--- src/rtl/uart_frame_tx.sv ---
// Framed 8N1 UART transmitter fed by a payload FIFO.
// Frame on the line: HEADER, LEN, payload[0..LEN-1], CSUM = (LEN + sum(payload)) mod 256.
module uart_frame_tx #(
  parameter int         CLK_FREQ   = 50_000_000,
  parameter int         BAUD_RATE  = 115_200,
  parameter int         FIFO_DEPTH = 16,
  parameter logic [7:0] HEADER     = 8'hA5,
  localparam int        CW         = $clog2(FIFO_DEPTH + 1)
) (
  input  logic          sys_clk,
  input  logic          sys_rst,
  input  logic          wr_en,
  input  logic [7:0]    wr_data,
  input  logic          send_req,
  output logic          fifo_full,
  output logic [CW-1:0] fifo_count,
  output logic          busy,
  output logic          frame_done,
  output logic          uart_tx_port
);

  localparam int BAUD_DIV = CLK_FREQ / BAUD_RATE;
  localparam int BW       = (BAUD_DIV > 1) ? $clog2(BAUD_DIV) : 1;
  localparam int AW       = (FIFO_DEPTH > 1) ? $clog2(FIFO_DEPTH) : 1;
  localparam logic [BW-1:0] BAUD_LAST = BW'(BAUD_DIV - 1);
  localparam logic [CW-1:0] COUNT_MAX = CW'(FIFO_DEPTH);

  typedef enum logic [2:0] {S_IDLE, S_HDR, S_LEN, S_DATA, S_CSUM} state_t;

  state_t        r_state, w_state_nxt;
  logic [7:0]    r_mem [FIFO_DEPTH];
  logic [AW-1:0] r_wr_ptr, r_rd_ptr;
  logic [CW-1:0] r_count;
  logic [7:0]    r_byte, r_len, r_csum, r_remaining;
  logic [3:0]    r_bit_cnt;
  logic [BW-1:0] r_baud_cnt;
  logic          r_tx, r_done;

  logic          w_push, w_pop, w_accept, w_load, w_bit_end, w_byte_end, w_bit;
  logic [7:0]    w_byte_nxt, w_head;
  logic [2:0]    w_bit_idx;

  assign w_bit_end  = (r_baud_cnt == BAUD_LAST);
  assign w_byte_end = w_bit_end && (r_bit_cnt == 4'd9);
  assign w_head     = r_mem[r_rd_ptr];
  assign w_bit_idx  = 3'(r_bit_cnt - 4'd1);
  assign w_push     = wr_en && ((r_count != COUNT_MAX) || w_pop);

  // busy stays up through the frame_done cycle so a new request lands after it
  assign busy         = (r_state != S_IDLE) || r_done;
  assign frame_done   = r_done;
  assign uart_tx_port = r_tx;
  assign fifo_count   = r_count;
  assign fifo_full    = (r_count == COUNT_MAX);

  always_comb begin
    w_state_nxt = r_state;
    w_accept    = 1'b0;
    w_pop       = 1'b0;
    w_load      = 1'b0;
    w_byte_nxt  = r_byte;
    case (r_state)
      S_IDLE: if (send_req && !r_done && (r_count != '0)) begin
        w_accept    = 1'b1;
        w_load      = 1'b1;
        w_byte_nxt  = HEADER;
        w_state_nxt = S_HDR;
      end
      S_HDR: if (w_byte_end) begin
        w_load      = 1'b1;
        w_byte_nxt  = r_len;
        w_state_nxt = S_LEN;
      end
      S_LEN: if (w_byte_end) begin
        w_load      = 1'b1;
        w_pop       = 1'b1;
        w_byte_nxt  = w_head;
        w_state_nxt = S_DATA;
      end
      S_DATA: if (w_byte_end) begin
        w_load = 1'b1;
        if (r_remaining != 8'd0) begin
          w_pop      = 1'b1;
          w_byte_nxt = w_head;
        end else begin
          w_byte_nxt  = r_csum;
          w_state_nxt = S_CSUM;
        end
      end
      S_CSUM: if (w_byte_end) w_state_nxt = S_IDLE;
      default: w_state_nxt = S_IDLE;
    endcase
  end

  always_comb begin
    if (r_bit_cnt == 4'd0)      w_bit = 1'b0;
    else if (r_bit_cnt == 4'd9) w_bit = 1'b1;
    else                        w_bit = r_byte[w_bit_idx];
  end

  always_ff @(posedge sys_clk) begin
    if (sys_rst) begin
      r_state     <= S_IDLE;
      r_wr_ptr    <= '0;
      r_rd_ptr    <= '0;
      r_count     <= '0;
      r_byte      <= '0;
      r_len       <= '0;
      r_csum      <= '0;
      r_remaining <= '0;
      r_bit_cnt   <= '0;
      r_baud_cnt  <= '0;
      r_tx        <= 1'b1;
      r_done      <= 1'b0;
    end else begin
      r_state <= w_state_nxt;
      r_done  <= (r_state == S_CSUM) && w_byte_end;
      // line is registered one cycle behind the bit counters
      r_tx    <= (r_state == S_IDLE) ? 1'b1 : w_bit;
      if (w_push) r_wr_ptr <= r_wr_ptr + 1'b1;
      if (w_pop) begin
        r_rd_ptr    <= r_rd_ptr + 1'b1;
        r_remaining <= r_remaining - 8'd1;
        r_csum      <= r_csum + w_head;
      end
      case ({w_push, w_pop})
        2'b10:   r_count <= r_count + 1'b1;
        2'b01:   r_count <= r_count - 1'b1;
        default: r_count <= r_count;
      endcase
      if (w_accept) begin
        r_len       <= 8'(r_count);
        r_remaining <= 8'(r_count);
        r_csum      <= 8'(r_count);
      end
      if (w_load) r_byte <= w_byte_nxt;
      if (r_state == S_IDLE) begin
        r_bit_cnt  <= '0;
        r_baud_cnt <= '0;
      end else if (w_bit_end) begin
        r_baud_cnt <= '0;
        r_bit_cnt  <= (r_bit_cnt == 4'd9) ? 4'd0 : r_bit_cnt + 4'd1;
      end else begin
        r_baud_cnt <= r_baud_cnt + 1'b1;
      end
    end
  end

  always_ff @(posedge sys_clk) begin
    if (w_push) r_mem[r_wr_ptr] <= wr_data;
  end

endmodule

--- config.mk ---
export PLATFORM = sky130hd
export DESIGN_NAME = uart_frame_tx
export DESIGN_NICKNAME = d
export VERILOG_FILES = /design/src/rtl/uart_frame_tx.sv
export SDC_FILE = /design/constraint.sdc
export NUM_CORES = 1
export LEC_CHECK = 0
export BUFFER_PORTS_ARGS = -buffer_cell sky130_fd_sc_hd__buf_2
export CAP_MARGIN = 25
export CORE_MARGIN = 2
export CORE_UTILIZATION = 50
export DETAILED_ROUTE_END_ITERATION = 8
export PLACE_DENSITY = 0.66
export SLEW_MARGIN = 5
export SYNTH_ARGS = -nofsm -noshare
export SYNTH_HDL_FRONTEND = slang
export SYNTH_SLANG_ARGS = --single-unit
--- constraint.sdc ---
create_clock -name sys_clk -period 9.04 [get_ports sys_clk]
set_input_delay 0.452 -clock sys_clk [delete_from_list [all_inputs] [get_ports sys_clk]]
set_output_delay 0.452 -clock sys_clk [all_outputs]
set_load 0.03 [all_outputs]
==> results.tsv, run 1 <==
metric	value	unit
synth_top_area_cell	edfxtp_1	
grt_setup_unrepaired	false	
post_cts_resized	0	
wl	16.9	mm
crit_family	multiplexers	
port_buffers	20	
vias	4907	
hold_class	in -> reg	
fin_tns_setup	0	ns
gp_congestion	0.805	
max_cap_violations	0	
dp_hpwl	10.9	mm
grt_pass1_wl	26.9	mm
synth_most_common_cell	edfxtp_1	
initial_core_util	51.2	%
die_h	132	µm
cts_made_buffers	17	
yosys_warnings	0	
num_rows	46	
die-area	0.0174	mm²
holdPathStages	1	
fin_ws	5.43	ns
numClockSinks	192	
drt_iter0_markers	367	
cts_tree	done	
status	completed	
path_max_fanout	32	
clockBufferDepth	2	
layout-drive-gt1-share	17.1	%
holdBufCountCts	0	
hold_viol	0	
final_nets	650	
cp_slowest_cell	mux4_2	
clk_latency	0.43	ns
gr-total-overflow	0	
ys_top_cells_by_area	edfxtp_1, dfxtp_1, mux4_2	
synth_fp_nets	624	
num_antenna_cells	0	
grt_max_degree	46	
post_cts_buffers	0	
slew_viol_final	0	
max_freq	0.277	GHz
wl_per_cell	20.1	µm
tightest_slew	1.07	ns
htreeDepth	4	
slowest_delay	0.58	ns
cp.required	9.40	ns
clockRootBuffer	clkbuf_16	
synth_area	0.00817	mm²
gr-usage-all-layers	20.5	%
path_cells	buf_4, mux4_2, mux4_2, ha_1, a21oi_1, o221ai_1, o41ai_1, xor2_1, or3_1, a21oi_1	
whs	0.392	ns
syn_area_per_cell	13.9	µm²
grt_pass1_vias	4953	
cp.buffers_inverters	1	
start_kind	flop	
core-area	0.0159	mm²
finalSetupViolCount	0	
drtPass1Iterations	6	
viasPerCell	5.83	
fin_crit_sh	39.9	%
ys_seq_elements	192	
place_area	0.00847	mm²
critPathArrivalTime	3.97	ns
cp-end-kind	flop	
worst_clock_skew	0.0121	ns
synth_flop_cell	edfxtp_1	
grt_antenna_before_repair	1	
ff2ff_path_depth	10	
synth-edff-count	128	
synth_common_cells	edfxtp_1, nor2_1, dfxtp_1	
antenna_left	0	
period_minus_slack	3.61	ns
synthArstFlopShare	0	%
powerDensity	192	mW/mm²
slew_headroom	28.4	%
ir_worst_vdd	0.000145	V
path_depth	10	
ioPinCount	21	
synth-seq-area-share	62.8	%
drc	0	
clkTransAtPathRegs	0.08	ns
synth_top_area_share	47.1	%
fillers	1287	
p_leak	3.08	nW
power	1.75	mW
dieWidth	132	µm
syn_inst	587	
criticalPathCategory	reg -> reg	
dpl_worst_slack	5.44	ns
area_growth	11.4	%
design_area	0.00909	mm²
synth_cell_types	51	
-- area by class of cell --
cell class / instances / area, µm² / share of cell area [%]
Clock buffer: 17 / 425 / 4.68
Timing Repair Buffer: 32 / 203 / 2.23
Multi-Input combinational cell: 351 / 2870 / 31.5
Clock inverter: 15 / 134 / 1.47
Tap cell: 216 / 270 / 2.97
Sequential cell: 192 / 5130 / 56.4
Inverter: 19 / 71.3 / 0.784
-- layout by cell type, fill, tap and decap left out, types with 19 or more instances in the layout --
master	count
edfxtp_1	128
a21oi_1	25
inv_1	19
dfxtp_1	63
nor2_1	68
nand2_1	44
nand3_1	19
ha_1	23
buf_2	21
mux4_2	38
-- final timing paths --
kind / start / endpoint / slack, ns
setup reg to reg: flop / r_csum[7] / 5.43
setup / recovery: flop / r_csum[7] / 5.43
hold / removal: wr_data[7] / r_mem[0][7] / 0.39
hold reg to reg: r_len[2] / r_len[2] / 0.47
-- layer usage --
metal	GRT usage, %	share of wire, %
met1	25.0	42
met2	36.0	51
met3	4.38	4.2
met4	7.85	2.6
met5	0	0.077
-- worst register-to-register path: cells and delay by family (launching register included) --
kind                     cells  cell delay, ns
flip-flops                   1            0.32
XOR/XNOR                     1            0.13
buffers and inverters        1            0.50
adder cells (fa/ha/maj)      1            0.30
multiplexers                 2            1.11
AO/OA/AOI/OAI                4            0.87
AND/OR/NAND/NOR              1            0.32
-- kinds of logic (layout without fill, tap and decap cells) --
family / after synthesis / in the layout / synth area share, %
flops: 192 / 192 / 62.8
simple gates: 179 / 179 / 10.1
xor+xnor: 25 / 25 / 2.68
buf+inv: 44 / 83 / 2.39
mux: 47 / 47 / 12.2
fa+ha+maj: 25 / 25 / 4.01
compound gates: 75 / 75 / 5.88
-- where the power goes --
part           switching [mW]  internal (mW)
combinational          0.0524         0.0259
sequential            0.00859          0.949
clock                   0.331          0.383
-- registers in the layout, indices dropped and copies added, names as in the netlist, 4 cells and up, named ones only --
register and flops:
r_mem 128, r_baud_cnt 9, r_byte 8, r_csum 8, r_remaining 8, fifo_count 5, r_len 5, r_bit_cnt 4
r_rd_ptr 4, r_wr_ptr 4
-- stage by stage --
step | utilization (%) | instances
detailed placement | 53.1 | 802
finish | 57.0 | 842
CTS | 56.6 | 834
global route | 57.0 | 842
floorplan | - | 587
global placement | 53.0 | 800
Note: power is estimated with default switching activity, not from simulation.
==> run 2, diff against run 1 <==
==> constraint.sdc (replaced) <==
create_clock -name sys_clk -period 3.73 [get_ports sys_clk]
set_input_delay 0.1865 -clock sys_clk [delete_from_list [all_inputs] [get_ports sys_clk]]
set_output_delay 0.1865 -clock sys_clk [all_outputs]
set_load 0.03 [all_outputs]
==> run 2 against run 1 <==
  * Clock power grew to 2.5 times the previous value
  * Cell area grew 1.3%
  * Setup slack lost 5.1 ns
  * Final cell count grew 1.4%
  * Core utilization grew 0.74 points
  * Combinational power grew 140%
  * Die area is the same
  * Critical path type unchanged
==> results.tsv, run 2 (synthesized netlist as in run 1, its figures left out) <==
metric	value	unit
switching_share	23.0	%
gp_congestion	0.840	
ioPinCount	21	
hold_class	in -> reg	
powerDensity	468	mW/mm²
drtPass1Iterations	5	
largest_reg_flops	128	
endpoint	r_csum[7]	
port_buffers	20	
gr-usage-all-layers	19.6	%
final_nets	662	
slew_viol_final	0	
p_sw	0.991	mW
clk_latency	0.44	ns
grt_pass1_vias	4877	
layout_commonest_cell	edfxtp_1	
cp_slowest_cell	mux4_2	
cts_made_buffers	17	
dieWidth	132	µm
cp.required	4.09	ns
core-area	0.0159	mm²
intPower	3.32	mW
largest_registers	r_mem: 128 flops, r_baud_cnt: 9 flops	
dp_hpwl	11.1	mm
p_comb_share	4.4	%
r2r_slack	0.34	ns
fin_tns_setup	0	ns
power	4.31	mW
num_antenna_cells	0	
num_rows	46	
path_cells	buf_4, mux4_2, mux4_2, ha_1, nand3_1, o221ai_1, o41ai_1, xor2_1, or3_1, a21oi_1	
max_freq	0.295	GHz
ir_worst_vdd	0.000427	V
slowest_delay	0.51	ns
holdPathStages	1	
cp-end-kind	flop	
slew_headroom	32.1	%
antenna_left	0	
drt_iter0_markers	513	
grt_pass1_wl	26.0	mm
htreeDepth	4	
final_cell_mix	edfxtp_1, nor2_1, dfxtp_1	
status	completed	
drc	0	
die-area	0.0174	mm²
period_minus_slack	3.39	ns
power.share.sequential	53.8	%
holdBufCountCts	0	
gr-total-overflow	0	
wl	16.1	mm
cpMostUsedCell	mux4_2	
area_growth	12.8	%
layout-drive-gt1-share	18.5	%
clkPwrFrac	41.8	%
wl_per_cell	18.8	µm
initial_core_util	51.2	%
p_leak	3.14	nW
numClockSinks	192	
clockRootBuffer	clkbuf_16	
viasPerCell	5.76	
tightest_slew	1.00	ns
criticalPathCategory	reg -> reg	
fillers	1251	
ff2ff_path_depth	10	
max_cap_violations	0	
grt_setup_unrepaired	false	
cts_tree	done	
worst_clock_skew	0.0100	ns
die_h	132	µm
fin_crit_sh	90.9	%
hold_viol	0	
seq_area	0.00513	mm²
clockBufferDepth	2	
critPathArrivalTime	3.75	ns
path_max_fanout	12	
clkTransAtPathRegs	0.07	ns
r2r-end	r_csum[7]	
start_kind	flop	
max_flop_register	r_mem	
vias	4919	
grt_antenna_before_repair	0	
multi_input_area	0.00285	mm²
grt_max_degree	46	
finalSetupViolCount	0	
-- run 2: cell types whose count changed in the layout (fill, tap and decap cells not counted), moves of 2 or more --
| cell | before | now |
|---|---|---|
| clkinv_1 | 3 | 0 |
| buf_12 | 0 | 2 |
| inv_8 | 2 | 6 |
| nor3_2 | 4 | 0 |
| buf_4 | 7 | 22 |
| buf_6 | 4 | 0 |
| nor3_1 | 12 | 16 |
-- run 2: cell type report --
class / count / area share [%]
flip-flops and latches: 192 / 55.7
multi-input cells: 351 / 30.9
clock buffers: 17 / 4.62
repair buffers: 44 / 3.31
well taps: 216 / 2.93
clock inverters: 15 / 1.81
inverters: 19 / 0.774
-- run 2: layer usage --
metal / up-vias / wire length, µm / track usage (%)
met2: 136 / 7880 / 32.1
met5: - / 0 / 0
li1: 2291 / - / -
met3: 18 / 778 / 4.04
met1: 2474 / 7140 / 26.1
met4: 0 / 261 / 7.07
-- run 2: critical path, delay by kind of cell (launching register included) --
kind | cells | cell delay, ns
XOR/XNOR | 1 | 0.14
multiplexers | 2 | 1.02
AND/OR/NAND/NOR | 2 | 0.45
flip-flops | 1 | 0.49
buffers and inverters | 1 | 0.20
AO/OA/AOI/OAI | 3 | 0.66
adder cells (fa/ha/maj) | 1 | 0.36
-- run 2: what timing repair did --
item / in CTS / in global routing
resized for setup: 0 / 1
endpoints found under the setup margin: 0 / 1
buffers inserted: 0 / 0
-- run 2: how the worst min path moves through the flow --
stage,startpoint,end,slack (ns)
detailed placement,r_len[1],r_len[1],0.45
floorplan,wr_data[0],r_mem[0][0],0.29
global route,wr_data[7],r_mem[1][7],0.13
finish,wr_data[7],r_mem[1][7],0.12
CTS,wr_data[7],r_mem[1][7],0.11
global placement,r_len[0],r_len[0],0.45
-- run 2: power by group through the flow --
stage	clock network, mW	registers (mW)	logic, mW
after global routing	1.92	2.32	0.211
after floorplan	0	2.37	0.117
after CTS	1.83	2.32	0.189
final	1.80	2.32	0.188
after detailed placement	0	2.37	0.188
after global placement	0	2.36	0.181
-- run 2: per-stage QoR --
step	setup WS, ns	utilization [%]	cell area (µm²)	hold WS, ns	std cells
after floorplan	0.471	-	8170	0.285	587
after global placement	0.312	54.1	8620	0.446	822
final	0.341	57.8	9210	0.120	854
after detailed placement	0.205	54.1	8620	0.453	822
after global routing	0.0527	57.8	9210	0.127	854
after CTS	0.192	57.8	9210	0.110	854
==> run 3, diff against run 2 <==
--- a/config.mk
+++ b/config.mk
@@ -7,10 +7,12 @@
 export LEC_CHECK = 0
 export BUFFER_PORTS_ARGS = -buffer_cell sky130_fd_sc_hd__buf_2
 export CAP_MARGIN = 25
+export CELL_PAD_IN_SITES_DETAIL_PLACEMENT = 1
+export CELL_PAD_IN_SITES_GLOBAL_PLACEMENT = 2
 export CORE_MARGIN = 2
-export CORE_UTILIZATION = 50
+export CORE_UTILIZATION = 45
 export DETAILED_ROUTE_END_ITERATION = 8
-export PLACE_DENSITY = 0.66
+export PLACE_DENSITY_LB_ADDON = 0.1
 export SLEW_MARGIN = 5
 export SYNTH_ARGS = -nofsm -noshare
 export SYNTH_HDL_FRONTEND = slang
==> run 3 against run 2 <==
  * Register-to-register slack improved by 0.02 ns
  * Global-route usage rose by 0.63 points
  * Via count shrank 1.7%
  * Critical path depth unchanged
  * Cell area grew 0.52%
  * First-iteration DRC count fell by 49%
  * Routed wire length rose by 16%
  * Core utilization decreased by 6.1 points
  * Combinational power rose by 4%
  * Sequential share of layout area shrank 0.31 points
  * Non-clock buffer count rose by 4
  * Critical path type unchanged
==> results.tsv, run 3 (synthesized netlist as in run 1, its figures left out) <==
metric	value	unit
final_cell_mix	edfxtp_1, nor2_1, dfxtp_1	
clockRootBuffer	clkbuf_16	
layout_commonest_cell	edfxtp_1	
cp_slowest_cell	mux4_2	
slew_viol_final	0	
slew_headroom	44.0	%
layout-drive-gt1-share	18.8	%
max_freq	0.297	GHz
final_nets	666	
worst_clock_skew	0.0258	ns
gr-total-overflow	0	
period_minus_slack	3.37	ns
cp-end-kind	flop	
cp.buffers_inverters	2	
cts_tree	done	
clk_latency	0.43	ns
crit_family	multiplexers	
grt_antenna_before_repair	0	
grt_pass1_vias	5188	
start_kind	flop	
status	completed	
port_buffers	20	
drtPass1Iterations	4	
antenna_left	0	
grt_max_degree	46	
max_flop_register	r_mem	
num_antenna_cells	0	
cts_made_buffers	17	
seq_area	0.00513	mm²
critPathArrivalTime	3.72	ns
initial_core_util	45.6	%
drt_iter0_markers	262	
numClockSinks	192	
slowest_delay	0.54	ns
largest_reg_flops	128	
post_cts_buffers	0	
hold_class	in -> reg	
dp_hpwl	12.7	mm
gp_congestion	0.748	
die_h	139	µm
die-area	0.0192	mm²
vias	4835	
p_leak	3.17	nW
fillers	1789	
core-area	0.0179	mm²
clockBufferDepth	2	
clkTransAtPathRegs	0.08	ns
max_cap_violations	0	
gr-usage-all-layers	20.2	%
power	4.35	mW
dieWidth	139	µm
criticalPathCategory	reg -> reg	
fin_tns_setup	0	ns
hold_viol	0	
wl_per_cell	21.3	µm
num_rows	49	
finalSetupViolCount	0	
post_cts_resized	0	
multi_input_area	0.00285	mm²
path_cells	buf_12, mux4_2, mux4_2, ha_1, inv_1, o221ai_1, o41ai_1, xor2_1, or3_1, a21oi_1	
ir_worst_vdd	0.000360	V
powerDensity	470	mW/mm²
grt_pass1_wl	29.5	mm
ioPinCount	21	
drc	0	
grt_setup_unrepaired	false	
cp.required	4.08	ns
tightest_slew	0.840	ns
cpMostUsedCell	mux4_2	
largest_registers	r_mem: 128 flops, r_baud_cnt: 9 flops	
htreeDepth	4	
fin_crit_sh	90.3	%
wl	18.6	mm
holdBufCountCts	0	
area_growth	13.4	%
path_max_fanout	16	
viasPerCell	5.55	
[run 3: cell count changes in the layout (fill, tap and decap cells not counted), sizes merged]
cell	before	now
clkinvlp	1	0
clkbuf	17	18
inv	27	28
buf	44	48
clkinv	5	4
[run 3: layout make-up]
type / instances / area share [%]
multi-input combinational: 351 / 30.7
tap: 229 / 3.09
sequential: 192 / 55.4
timing repair buffer: 48 / 3.49
inverter: 19 / 0.770
clock inverter: 14 / 1.93
clock buffer: 18 / 4.63
[run 3: worst reg2reg max path: cells and delay by family (launching register included)]
| family | cells | cell delay [ns] |
|---|---|---|
| xor gates and xnor gates | 1 | 0.14 |
| adders and majority gates | 1 | 0.35 |
| muxes | 2 | 1.08 |
| and+or+nand+nor | 1 | 0.33 |
| AOI/OAI and AO/OA | 3 | 0.65 |
| DFF | 1 | 0.44 |
| buffers and inverters | 2 | 0.32 |
[run 3: path summary, 6_finish.rpt]
path              startpoint            to  slack [ns]  depth (start not counted)
setup / recovery        flop     r_csum[7]        0.36                         10
hold / removal    wr_data[0]  r_mem[15][0]        0.13                          1
setup reg to reg        flop     r_csum[7]        0.36                         10
hold reg to reg     r_len[4]      r_len[4]        0.46                          2
[run 3: metrics by stage]
step                utilization, %  area [µm²]  cells  setup slack (ns)  hold slack (ns)
floorplan                        -        8170    587             0.471            0.285
global placement              48.3        8650    839             0.453            0.442
detailed placement            48.3        8650    839             0.368            0.451
CTS                           51.7        9260    871             0.341            0.110
global route                  51.7        9260    871             0.120            0.121
finish                        51.7        9260    871             0.361            0.126
[run 3: report_power, final]
group | internal [mW] | switching, mW | total, mW
Combinational | 0.0654 | 0.129 | 0.195
Sequential | 2.30 | 0.0205 | 2.32
Clock | 0.972 | 0.869 | 1.84
[run 3: per-layer routing]
| metal | wire length, µm | GRT usage (%) | share of wire (%) |
|---|---|---|---|
| met4 | 352 | 6.49 | 1.9 |
| met2 | 9360 | 33.7 | 50 |
| met5 | 0 | 0 | 0 |
| met3 | 544 | 4.18 | 2.9 |
| met1 | 8340 | 26.9 | 45 |
